$ cat src/rtl/noc_local_ingress_if.sv
// Local ingress port bundle: transmitter-side flit input plus downstream/status outputs.
interface noc_local_ingress_if #(
  parameter int unsigned HDR_SZ  = 2,
  parameter int unsigned PL_SZ   = 16,
  parameter int unsigned ADDR_SZ = 4,
  parameter int unsigned DEPTH   = 4
);
  localparam int unsigned W  = HDR_SZ + PL_SZ + ADDR_SZ;
  localparam int unsigned LW = $clog2(DEPTH) + 1;

  logic [W-1:0]       item_in;
  logic               req;
  logic               channel_busy;
  logic [W-2:0]       out_flit;
  logic [ADDR_SZ-1:0] out_dest;
  logic               out_valid;
  logic               out_ready;
  logic [3:0]         parity_errs;
  logic [3:0]         drop_cnt;
  logic [LW-1:0]      level;

  // Transmitter / downstream side
  modport master (
    output item_in, req, out_ready,
    input  channel_busy, out_flit, out_dest, out_valid, parity_errs, drop_cnt, level
  );

  // Ingress block side
  modport slave (
    input  item_in, req, out_ready,
    output channel_busy, out_flit, out_dest, out_valid, parity_errs, drop_cnt, level
  );
endinterface

$ cat src/rtl/noc_local_ingress.sv
// Local NoC ingress: parity-checks incoming flits and queues good ones in a
// show-ahead FIFO with early backpressure and saturating error/drop counters.
module noc_local_ingress #(
  parameter int unsigned HDR_SZ  = 2,
  parameter int unsigned PL_SZ   = 16,
  parameter int unsigned ADDR_SZ = 4,
  parameter int unsigned DEPTH   = 4
) (
  input logic              clk,
  input logic              reset,
  noc_local_ingress_if.slave bus
);
  localparam int unsigned W  = HDR_SZ + PL_SZ + ADDR_SZ;
  localparam int unsigned PW = $clog2(DEPTH);
  localparam int unsigned LW = PW + 1;

  logic [W-2:0]  mem [DEPTH];
  logic [PW-1:0] wr_ptr;
  logic [PW-1:0] rd_ptr;
  logic [LW-1:0] level_q;
  logic [LW-1:0] level_nxt;
  logic          busy_q;
  logic [3:0]    perr_q;
  logic [3:0]    drop_q;
  logic          parity_ok;
  logic          good;
  logic          full;
  logic          pop;
  logic          push;

  // Accept/pop decisions and next occupancy
  always_comb begin
    parity_ok = (bus.item_in[W-1] == ^bus.item_in[W-2:0]);
    good      = bus.req && parity_ok;
    full      = (level_q == LW'(DEPTH));
    pop       = (level_q != '0) && bus.out_ready;
    push      = good && (!full || pop);
    level_nxt = level_q;
    if (push && !pop) begin
      level_nxt = level_q + LW'(1);
    end else if (pop && !push) begin
      level_nxt = level_q - LW'(1);
    end
  end

  // Pointers, occupancy, backpressure flag and saturating counters
  always_ff @(posedge clk) begin
    if (reset) begin
      wr_ptr <= '0;
      rd_ptr <= '0;
      level_q <= '0;
      busy_q <= 1'b1;
      perr_q <= '0;
      drop_q <= '0;
    end else begin
      if (push) wr_ptr <= wr_ptr + PW'(1);
      if (pop) rd_ptr <= rd_ptr + PW'(1);
      level_q <= level_nxt;
      // One entry of slack so a req already in flight still fits
      busy_q <= (level_nxt >= LW'(DEPTH - 1));
      if (bus.req && !parity_ok && perr_q != 4'hF) perr_q <= perr_q + 4'd1;
      if (good && full && !pop && drop_q != 4'hF) drop_q <= drop_q + 4'd1;
    end
  end

  // FIFO storage, not cleared by reset; parity bit is stripped on write
  always_ff @(posedge clk) begin
    if (push && !reset) mem[wr_ptr] <= bus.item_in[W-2:0];
  end

  assign bus.out_flit     = mem[rd_ptr];
  assign bus.out_dest     = mem[rd_ptr][ADDR_SZ-1:0];
  assign bus.out_valid    = (level_q != '0);
  assign bus.level        = level_q;
  assign bus.channel_busy = busy_q;
  assign bus.parity_errs  = perr_q;
  assign bus.drop_cnt     = drop_q;
endmodule

$ cat src/flat_wrapper.sv
// flat-port wrapper written by rule: the top's interface ports become plain ports
module noc_local_ingress_flat 
#(
  parameter int unsigned HDR_SZ  = 2,
  parameter int unsigned PL_SZ   = 16,
  parameter int unsigned ADDR_SZ = 4,
  parameter int unsigned DEPTH   = 4
)
  (clk, reset, bus_item_in, bus_req, bus_out_ready, bus_channel_busy, bus_out_flit, bus_out_dest, bus_out_valid, bus_parity_errs, bus_drop_cnt, bus_level);
  noc_local_ingress_if #(.HDR_SZ(HDR_SZ), .PL_SZ(PL_SZ), .ADDR_SZ(ADDR_SZ), .DEPTH(DEPTH)) bus_i ();
  input logic clk;
  input logic reset;
  input wire logic [$bits(bus_i.item_in)-1:0] bus_item_in;
  input wire logic [$bits(bus_i.req)-1:0] bus_req;
  input wire logic [$bits(bus_i.out_ready)-1:0] bus_out_ready;
  output wire logic [$bits(bus_i.channel_busy)-1:0] bus_channel_busy;
  output wire logic [$bits(bus_i.out_flit)-1:0] bus_out_flit;
  output wire logic [$bits(bus_i.out_dest)-1:0] bus_out_dest;
  output wire logic [$bits(bus_i.out_valid)-1:0] bus_out_valid;
  output wire logic [$bits(bus_i.parity_errs)-1:0] bus_parity_errs;
  output wire logic [$bits(bus_i.drop_cnt)-1:0] bus_drop_cnt;
  output wire logic [$bits(bus_i.level)-1:0] bus_level;
  assign bus_i.item_in = bus_item_in;
  assign bus_i.req = bus_req;
  assign bus_i.out_ready = bus_out_ready;
  assign bus_channel_busy = bus_i.channel_busy;
  assign bus_out_flit = bus_i.out_flit;
  assign bus_out_dest = bus_i.out_dest;
  assign bus_out_valid = bus_i.out_valid;
  assign bus_parity_errs = bus_i.parity_errs;
  assign bus_drop_cnt = bus_i.drop_cnt;
  assign bus_level = bus_i.level;
  noc_local_ingress #(.HDR_SZ(HDR_SZ), .PL_SZ(PL_SZ), .ADDR_SZ(ADDR_SZ), .DEPTH(DEPTH)) u_core (.clk(clk), .reset(reset), .bus(bus_i));
endmodule
$ cat config.mk
export PLATFORM = sky130hd
export DESIGN_NAME = noc_local_ingress_flat
export DESIGN_NICKNAME = d
export VERILOG_FILES = /design/src/rtl/noc_local_ingress_if.sv /design/src/rtl/noc_local_ingress.sv /design/src/flat_wrapper.sv
export SDC_FILE = /design/constraint.sdc
export NUM_CORES = 1
export LEC_CHECK = 0
export ABC_AREA = 1
export ABC_CLOCK_PERIOD_IN_PS = 3000
export CORE_MARGIN = 5
export CORE_UTILIZATION = 60
export DETAILED_ROUTE_END_ITERATION = 10
export DONT_BUFFER_PORTS = 1
export PLACE_DENSITY_LB_ADDON = 0.12
export SLEW_MARGIN = 20
export SYNTH_ARGS = -nofsm -noshare
export SYNTH_HDL_FRONTEND = slang
export SYNTH_SLANG_ARGS = --single-unit
$ cat constraint.sdc
create_clock -name clk -period 3 [get_ports clk]
set_clock_uncertainty 0.1 [all_clocks]
set_input_delay 0.15 -clock clk [delete_from_list [all_inputs] [get_ports clk]]
set_output_delay 0.15 -clock clk [all_outputs]
set_load 0.02 [all_outputs]
==> metrics, run 1 <==
run status complete, no violations; height of the die 97.19 um; CP Launch Point u_core.bus.level[0]; Critical Path Max Stage Delay 490 ps; PwrDens 694.8 mW/mm^2; Worst Tran Pin Value 711.4 ps; total nets after synthesis 479; capturing element type of the critical path flip-flop; Vias/cell 5.339; Via Count 3070; relative slew slack 0.5251; H-tree levels 3; Layout Cells excl Fill 575; Placed Area 0.004695 sq mm; Peak Freq 386.8 MHz; commonest non-fill, non-tap cell in the layout nand2_1; drc violations 0; post-synthesis sequential area ratio 0.6321; Synth cell types 29; ant diodes 0; crit path DAT 2530 ps; crit path to u_core.mem[0][14]; Die ar. 0.009445 sq mm; worst hold-check path type primary input to flip-flop; Fill cells 514; gpl congestion 0.7628; Period minus WS final 2585 ps; largest delay contributor family on the critical path simple AND/OR/NAND/NOR gates; Final Util 0.6972; Final setup viols 0; Synth top area share 0.5531; global-route wire length before repair 13950 um; clock root buffer clkbuf_8; Max-Cap Viols 0; R2R Path Start u_core.bus.level[0]; die width 97.19 um; final period utilization 0.8617; # IOs 64; Worst path depth 10; Clock Latency Late Sink 360 ps; most frequent cells in the layout nand2_1, edfxtp_1, nor2_1; CTS tree built; Required @ worst endpoint 2940 ps; R2R depth 10; final instance area 0.005111 sq mm; final WL 8610 um; largest net degree at the start of global routing 43; antenna violations before repair 0; critical path, cell by cell inv_1, ha_1, nand2_1, nand2_1, inv_1, nor2_1, nor2_2, nand2_1, nor2_2, buf_4; vias in the first global route 2860; Synth area leaders edfxtp_1, dfxtp_1, nand2_1; Longest Clk Path Bufs 2; final setup margin 414.8 ps; R2R setup slack 410 ps; total congestion overflow 0; static leakage 1.995 nW; Initial Util 0.6221; Synth Instances 444; Antenna Nets Post-Route 0; WL/cell 14.97 um; top cell type by total area after synthesis edfxtp_1; Reg2Reg Capture Point u_core.mem[0][14]; final hold vios 0; synthesized area 0.004561 sq mm; RSZ-0062 raised after global routing no; CTS buffer count 9; Pre-Repair DR Iteration Count 4; std cell rows 31; Worst VDD drop 0.5266 mV; Power Total 3.551 mW; Total GRT Usage 0.1853; Synthesis Warnings 0; Buf/Inv on CP 3; Post-DP HPWL 5527 um; clk slew on worst S/H paths 100 ps; layout cells sized above 1 0.1176; Critical Path Most Common Cell nand2_1; # clock sinks 102; DRT iter0 DRCs 211; Crit Path Category flip-flop to flip-flop; Seq cells post-synth 102; worst slack at placement 405.4 ps; Cells after DPL 536; Crit Path Max Fanout 21; pins over their slew limit 0; Syn-to-layout area delta 12.07%; nets@finish 506; CP startpoint kind flip-flop; Port-buffer cells 0; core area 0.007331 sq mm; syn avg cell area 10.27 sq um; Slowest cell on crit path dfxtp_1
-- worst reg2reg max path: cells and delay by family (launching register included) --
family                     cells  cell delay, ps
adders and majority gates      1             230
and+or+nand+nor                6             890
DFF                            1             490
buffers and inverters          3             560
-- stage by stage --
step | hold slack (ps) | setup TNS (ps)
finish | 11.95 | 0
global route | 14.80 | 0
CTS | 0.2601 | 0
detailed placement | 114.7 | 0
global placement | 114.9 | 0
floorplan | 112.4 | -8586
-- timing repair --
| action | in CTS | in global routing |
|---|---|---|
| hold buffers | 23 | 0 |
| resized for setup | 0 | 0 |
| setup buffers | 0 | 0 |
| hold endpoints to repair | 91 | 0 |
-- power breakdown --
part | switching (mW) | internal, mW
Combinational | 0.721 | 0.292
Clock | 0.490 | 0.322
Sequential | 0.0974 | 1.63
Total | 1.31 | 2.24
-- logic make-up after synthesis --
group	count (synthesis)	synth area share
buf+inv	61	0.05350
simple gates	177	0.1695
compound gates	85	0.1010
fa+ha+maj	9	0.02469
xor+xnor	10	0.01920
flops	102	0.6321
-- routing by layer --
layer  vias up  share of wire  track usage
li1       1556              -            -
met1      1407           0.41       0.2332
met2        96           0.50       0.3121
met3        11          0.071      0.05240
met4         0          0.018      0.05508
met5         -              0            0
-- synthesized netlist by cell type --
cell and n:
nand3_1 13, ha_1 9, a21oi_1 11, a31oi_1 1, nor2_2 4, o21ai_0 46, edfxtp_1 84, inv_1 37
o311ai_1 1, nand2_1 87, inv_2 6, a21oi_2 1, nand3_2 3, buf_4 4, nor3_4 1, clkbuf_1 12
and2_1 1, o21ai_1 4, xnor2_1 4, nand2_2 7, nor2_1 57, nand3_4 1, nand4_2 1, xor2_1 6
dfxtp_1 18, o22ai_1 21, nor3_1 1, nand2_4 1, buf_1 2
-- how the worst min path moves through the flow --
stage                        from                        end  slack [ps]  cells after the start
floorplan                   reset     u_core.bus.drop_cnt[3]         110                      1
global placement            reset     u_core.bus.drop_cnt[3]         110                      1
detailed placement          reset     u_core.bus.drop_cnt[3]         110                      1
CTS                 bus_out_ready        u_core.bus.level[2]         0.3                      3
global route              bus_req  u_core.bus.parity_errs[1]          10                      3
finish                    bus_req        u_core.bus.level[0]          10                      4
-- registers in the layout, indices dropped and copies added, names as in the netlist, named ones only --
register	flops
u_core.wr_ptr	2
u_core.mem	84
u_core.bus.drop_cnt	4
u_core.rd_ptr	2
u_core.bus.channel_busy	1
u_core.bus.parity_errs	4
u_core.bus.level	3
-- final cells by class --
class                           count  area, sq um  share of cell area
Inverter                           43        161.4             0.03158
Clock buffer                        9        123.9             0.02424
Clock inverter                      7        62.56             0.01224
Sequential cell                   102         2883              0.5640
Multi-Input combinational cell    281         1444              0.2825
Tap cell                           99        123.9             0.02424
Timing Repair Buffer               34        312.8             0.06120
Power figures use the tool's default switching activity.
==> inputs of run 2 (changes only) <==
--- a/config.mk
+++ b/config.mk
@@ -6,7 +6,7 @@
 export NUM_CORES = 1
 export LEC_CHECK = 0
 export ABC_AREA = 1
-export ABC_CLOCK_PERIOD_IN_PS = 3000
+export ABC_CLOCK_PERIOD_IN_PS = 3250
 export CORE_MARGIN = 5
 export CORE_UTILIZATION = 60
 export DETAILED_ROUTE_END_ITERATION = 10
==> constraint.sdc (replaced) <==
create_clock -name clk -period 3.25 [get_ports clk]
set_clock_uncertainty 0.1 [all_clocks]
set_input_delay 0.1625 -clock clk [delete_from_list [all_inputs] [get_ports clk]]
set_output_delay 0.1625 -clock clk [all_outputs]
set_load 0.02 [all_outputs]
==> run 2 against run 1 <==
Net effect: clock power about the same; worst hold slack improved by 11 ps; fmax fell by 11%; first-iteration DRC count down 15%; wire length increased by 3.3%; sequential cell count did not move; highest routed layer unchanged; critical path depth stayed put; total power fell by 6.1%; clock-buffer cell count stayed put; cell count increased by 0.17%; combinational power down 8%; worst setup slack lost 67 ps; critical endpoint is now u_core.mem[2][1].
==> metrics, run 2 (synthesized netlist as in run 1, its figures left out) <==
Via Count 3184; most frequent cells in the layout nand2_1, edfxtp_1, nor2_1; # IOs 64; Peak Freq 344.6 MHz; PwrDens 648.9 mW/mm^2; Total GRT Usage 0.1973; pins over their slew limit 0; final setup margin 348.1 ps; post-CTS resize count 0; Pre-Repair DR Iteration Count 4; layout cells sized above 1 0.1174; clk slew on worst S/H paths 90 ps; Die ar. 0.009445 sq mm; height of the die 97.19 um; global-route wire length before repair 14860 um; die width 97.19 um; Max-Cap Viols 0; worst slack at placement 346.6 ps; RSZ-0062 raised after global routing no; gpl congestion 0.7625; static leakage 2.000 nW; final WL 8898 um; run status complete, no violations; CP startpoint kind flip-flop; Worst Tran Pin Value 680.6 ps; total congestion overflow 0; drc violations 0; std cell rows 31; Required @ worst endpoint 3220 ps; WL/cell 15.45 um; Final setup viols 0; setup TNS 0 ps; Post-DP HPWL 5756 um; antenna violations before repair 0; most flop-heavy register u_core.mem; crit path DAT 2880 ps; commonest non-fill, non-tap cell in the layout nand2_1; Port-buffer cells 0; DRT iter0 DRCs 179; Period minus WS final 2902 ps; CTS tree built; core area 0.007331 sq mm; Antenna Nets Post-Route 0; nets@finish 507; Crit Path Category flip-flop to flip-flop; capturing element type of the critical path flip-flop; ant diodes 0; # clock sinks 102; Syn-to-layout area delta 12.70%; Largest register FFs 84; Crit Path Max Fanout 9; CTS buffer count 9; final hold vios 0; worst hold-check path type primary input to flip-flop; final period utilization 0.8929; Worst VDD drop 0.3951 mV; Clock Latency Late Sink 360 ps; largest net degree at the start of global routing 43; Vias/cell 5.528; Initial Util 0.6221; Longest Clk Path Bufs 2; relative slew slack 0.5457; Fill cells 532; H-tree levels 3; clock root buffer clkbuf_8; vias in the first global route 3108
run 2: cell count changes in the layout (fill, tap and decap cells not counted):
cell	before	now
inv_6	3	0
dlygate4sd3_1	23	24
bufinv_16	0	1
clkinvlp_4	0	2
run 2: final timing paths:
check                                    startpoint                      to  slack, ps  cells after the start
worst max-delay path            u_core.bus.level[0]        u_core.mem[2][1]        350                     10
worst min register to register     u_core.rd_ptr[0]        u_core.rd_ptr[0]        390                      1
worst max register to register  u_core.bus.level[0]        u_core.mem[2][1]        350                     10
worst min-delay path                          reset  u_core.bus.drop_cnt[0]         20                      3
run 2: worst max-delay path, cell delays in order, from the launching register on:
cell and delay [ps]:
dfxtp_1 480, inv_1 150, ha_1 240, nand2_1 200, nand2_1 140, inv_1 240, nor2_1 110, nor2_2 200
nand2_1 180, nor2_2 320, buf_4 250
run 2: metrics by stage:
step                      instance area [sq um]  hold WS [ps]  cells  utilization  power, mW
after CTS                                  5140         15.86    576       0.7011      3.356
after detailed placement                   4695         127.8    536       0.6404      2.524
after floorplan                            4561         124.9    444            -      2.357
after global routing                       5140         23.61    576       0.7011      3.529
final                                      5140         22.81    576       0.7011      3.335
after global placement                     4695         127.5    536       0.6404      2.504
run 2: timing repair:
action / CTS / global route
hold buffers: 24 / 0
setup endpoints to repair: 0 / 0
buffers inserted: 0 / 0
endpoints found under the hold margin: 91 / 0
run 2: final cells by class:
| type | instances | area [sq um] | area share |
|---|---|---|---|
| clock buffer | 9 | 123.9 | 0.02410 |
| timing repair buffer | 35 | 322.8 | 0.06280 |
| tap | 99 | 123.9 | 0.02410 |
| clock inverter | 7 | 81.33 | 0.01582 |
| sequential | 102 | 2883 | 0.5609 |
| multi-input combinational | 281 | 1444 | 0.2809 |
| inverter | 43 | 161.4 | 0.03140 |
run 2: report_power, final:
part	total (mW)	switching, mW	internal [mW]
registers	1.59	0.0892	1.50
logic	0.932	0.667	0.265
clock network	0.811	0.445	0.366
run 2: per-layer routing:
layer  wire length [um]  global-route usage
met1               3709              0.2434
met2               4424              0.3291
met3                577             0.05025
met4                186             0.08531
met5                  0                   0
==> inputs of run 3 (changes only) <==
--- a/config.mk
+++ b/config.mk
@@ -12,6 +12,8 @@
 export DETAILED_ROUTE_END_ITERATION = 10
 export DONT_BUFFER_PORTS = 1
 export PLACE_DENSITY_LB_ADDON = 0.12
+export REMOVE_ABC_BUFFERS = 1
+export SKIP_LAST_GASP = 1
 export SLEW_MARGIN = 20
 export SYNTH_ARGS = -nofsm -noshare
 export SYNTH_HDL_FRONTEND = slang
==> run 3 against run 2 <==
Net effect: worst hold slack got worse by 0.91 ps; critical path type unchanged; non-clock buffer count up 1; global-route usage grew 0.19 points; largest cell class unchanged; wire length is 2.3% higher; worst setup slack gained 71 ps; die area stayed put; critical endpoint is now u_core.mem[1][6]; largest power group unchanged; clock-buffer cell count is 1 higher; total power fell by 1.2%; combinational power rose by 0.4%; sequential power is essentially flat; fmax is 2.5% higher.
==> metrics, run 3 (synthesized netlist as in run 1, its figures left out) <==
relative slew slack 0.5192; clock root buffer clkbuf_8; critical path, cell by cell inv_1, ha_1, nand2_1, nand2_1, inv_1, nor2_1, nor2_2, nand2_1, nor2_2, buf_4; clock power share 0.232; Max-Cap Viols 0; nets@finish 508; WL/cell 15.77 um; setup TNS 0 ps; clk slew on worst S/H paths 90 ps; gpl congestion 0.7867; static leakage 2.001 nW; Placed Area 0.004710 sq mm; core area 0.007331 sq mm; pins over their slew limit 0; layout cells sized above 1 0.1172; NetSw 1.170 mW; RSZ-0062 raised after global routing no; final hold vios 0; commonest non-fill, non-tap cell in the layout nand2_1; Antenna Nets Post-Route 0; Logic pwr share 0.284; Peak Freq 353.2 MHz; Initial Util 0.6221; cell internal pwr 2.124 mW; Crit Path Max Fanout 21; Worst VDD drop 0.4103 mV; antenna violations before repair 0; final instance area 0.005127 sq mm; final period utilization 0.8712; CP startpoint kind flip-flop; DRT iter0 DRCs 136; capturing element type of the critical path flip-flop; CTS tree built; Final setup viols 0; Largest register FFs 84; Clock Latency Late Sink 350 ps; CTS buffer count 9; Die ar. 0.009445 sq mm; Cells after DPL 538; std cell rows 31; Port-buffer cells 0; Crit Path Category flip-flop to flip-flop; # clock sinks 102; PwrDens 642.4 mW/mm^2; sw frac 0.3553; Pre-Repair DR Iteration Count 4; Critical Path Most Common Cell nand2_1; Critical Path Max Stage Delay 490 ps; Vias/cell 5.388; R2R setup slack 420 ps; Total GRT Usage 0.1992; Worst Tran Pin Value 720.4 ps; Syn-to-layout area delta 12.43%; drc violations 0; Layout Cells excl Fill 577; most flop-heavy register u_core.mem; vias in the first global route 3061; global-route wire length before repair 14970 um; run status complete, no violations; die width 97.19 um; worst hold-check path type primary input to flip-flop; Slowest cell on crit path dfxtp_1; H-tree levels 3; Via Count 3109; worst hold margin 21.90 ps; Seq pwr share 0.484; Required @ worst endpoint 3180 ps; post-CTS resize count 0; Period minus WS final 2831 ps; final WL 9102 um; most frequent cells in the layout nand2_1, edfxtp_1, nor2_1; height of the die 97.19 um; worst slack at placement 419.2 ps; largest net degree at the start of global routing 43; total congestion overflow 0; final setup margin 418.8 ps; crit path DAT 2760 ps; ant diodes 0; Longest Clk Path Bufs 2; Final Util 0.6994; Power Total 3.294 mW; # IOs 64; Post-DP HPWL 5940 um
run 3: changes by cell type in the layout (fill, tap and decap cells not counted), sizes merged:
cell / before / now
buf: 11 / 13
dlygate4sd3: 24 / 23
inv: 45 / 44
clkbuf: 9 / 10
clkinv: 2 / 3
clkinvlp: 2 / 1
run 3: metal layers:
metal	part of all wire	vias up	routed length (um)	global-route usage
met5	0	-	0	0
met4	0.021	0	189	0.08207
met3	0.047	13	425	0.03948
met2	0.50	68	4518	0.3365
met1	0.44	1473	3969	0.2511
li1	-	1555	-	-
run 3: worst max-delay path, delay by kind of cell (launching register included):
| kind | cells | cell delay (ps) |
|---|---|---|
| flops | 1 | 490 |
| buf+inv | 3 | 700 |
| fa+ha+maj | 1 | 230 |
| simple gates | 6 | 970 |
run 3: power by group through the flow:
stage          logic, mW  clock network [mW]  registers, mW
3_3_place_gp       0.891                   0           1.62
3_5_place_dp       0.904                   0           1.63
5_1_grt             1.04               0.841           1.61
6_report           0.936               0.765           1.59
4_1_cts            0.943               0.771           1.60
2_1_floorplan      0.667                   0           1.64
run 3: area by class of cell:
cell class,count,area [sq um]
clock inverters,6,60.06
inverters,43,161.4
fillers,555,2203
clock buffers,10,127.6
repair buffers,36,327.8
flip-flops and latches,102,2883
well taps,99,123.9
multi-input cells,281,1444
run 3: path summary, 6_finish.rpt:
| path | start | to | cells past startpoint |
|---|---|---|---|
| worst max register to register | u_core.bus.level[0] | u_core.mem[1][6] | 10 |
| worst min register to register | u_core.rd_ptr[1] | u_core.rd_ptr[1] | 2 |
| worst min-delay path | bus_req | u_core.bus.parity_errs[1] | 3 |
| worst max-delay path | u_core.bus.level[0] | u_core.mem[1][6] | 10 |
run 3: timing repair:
item	4_1_cts	5_1_grt
endpoints found under the hold margin	91	0
hold buffers	23	0
setup buffers	0	0
endpoints found under the setup margin	0	0
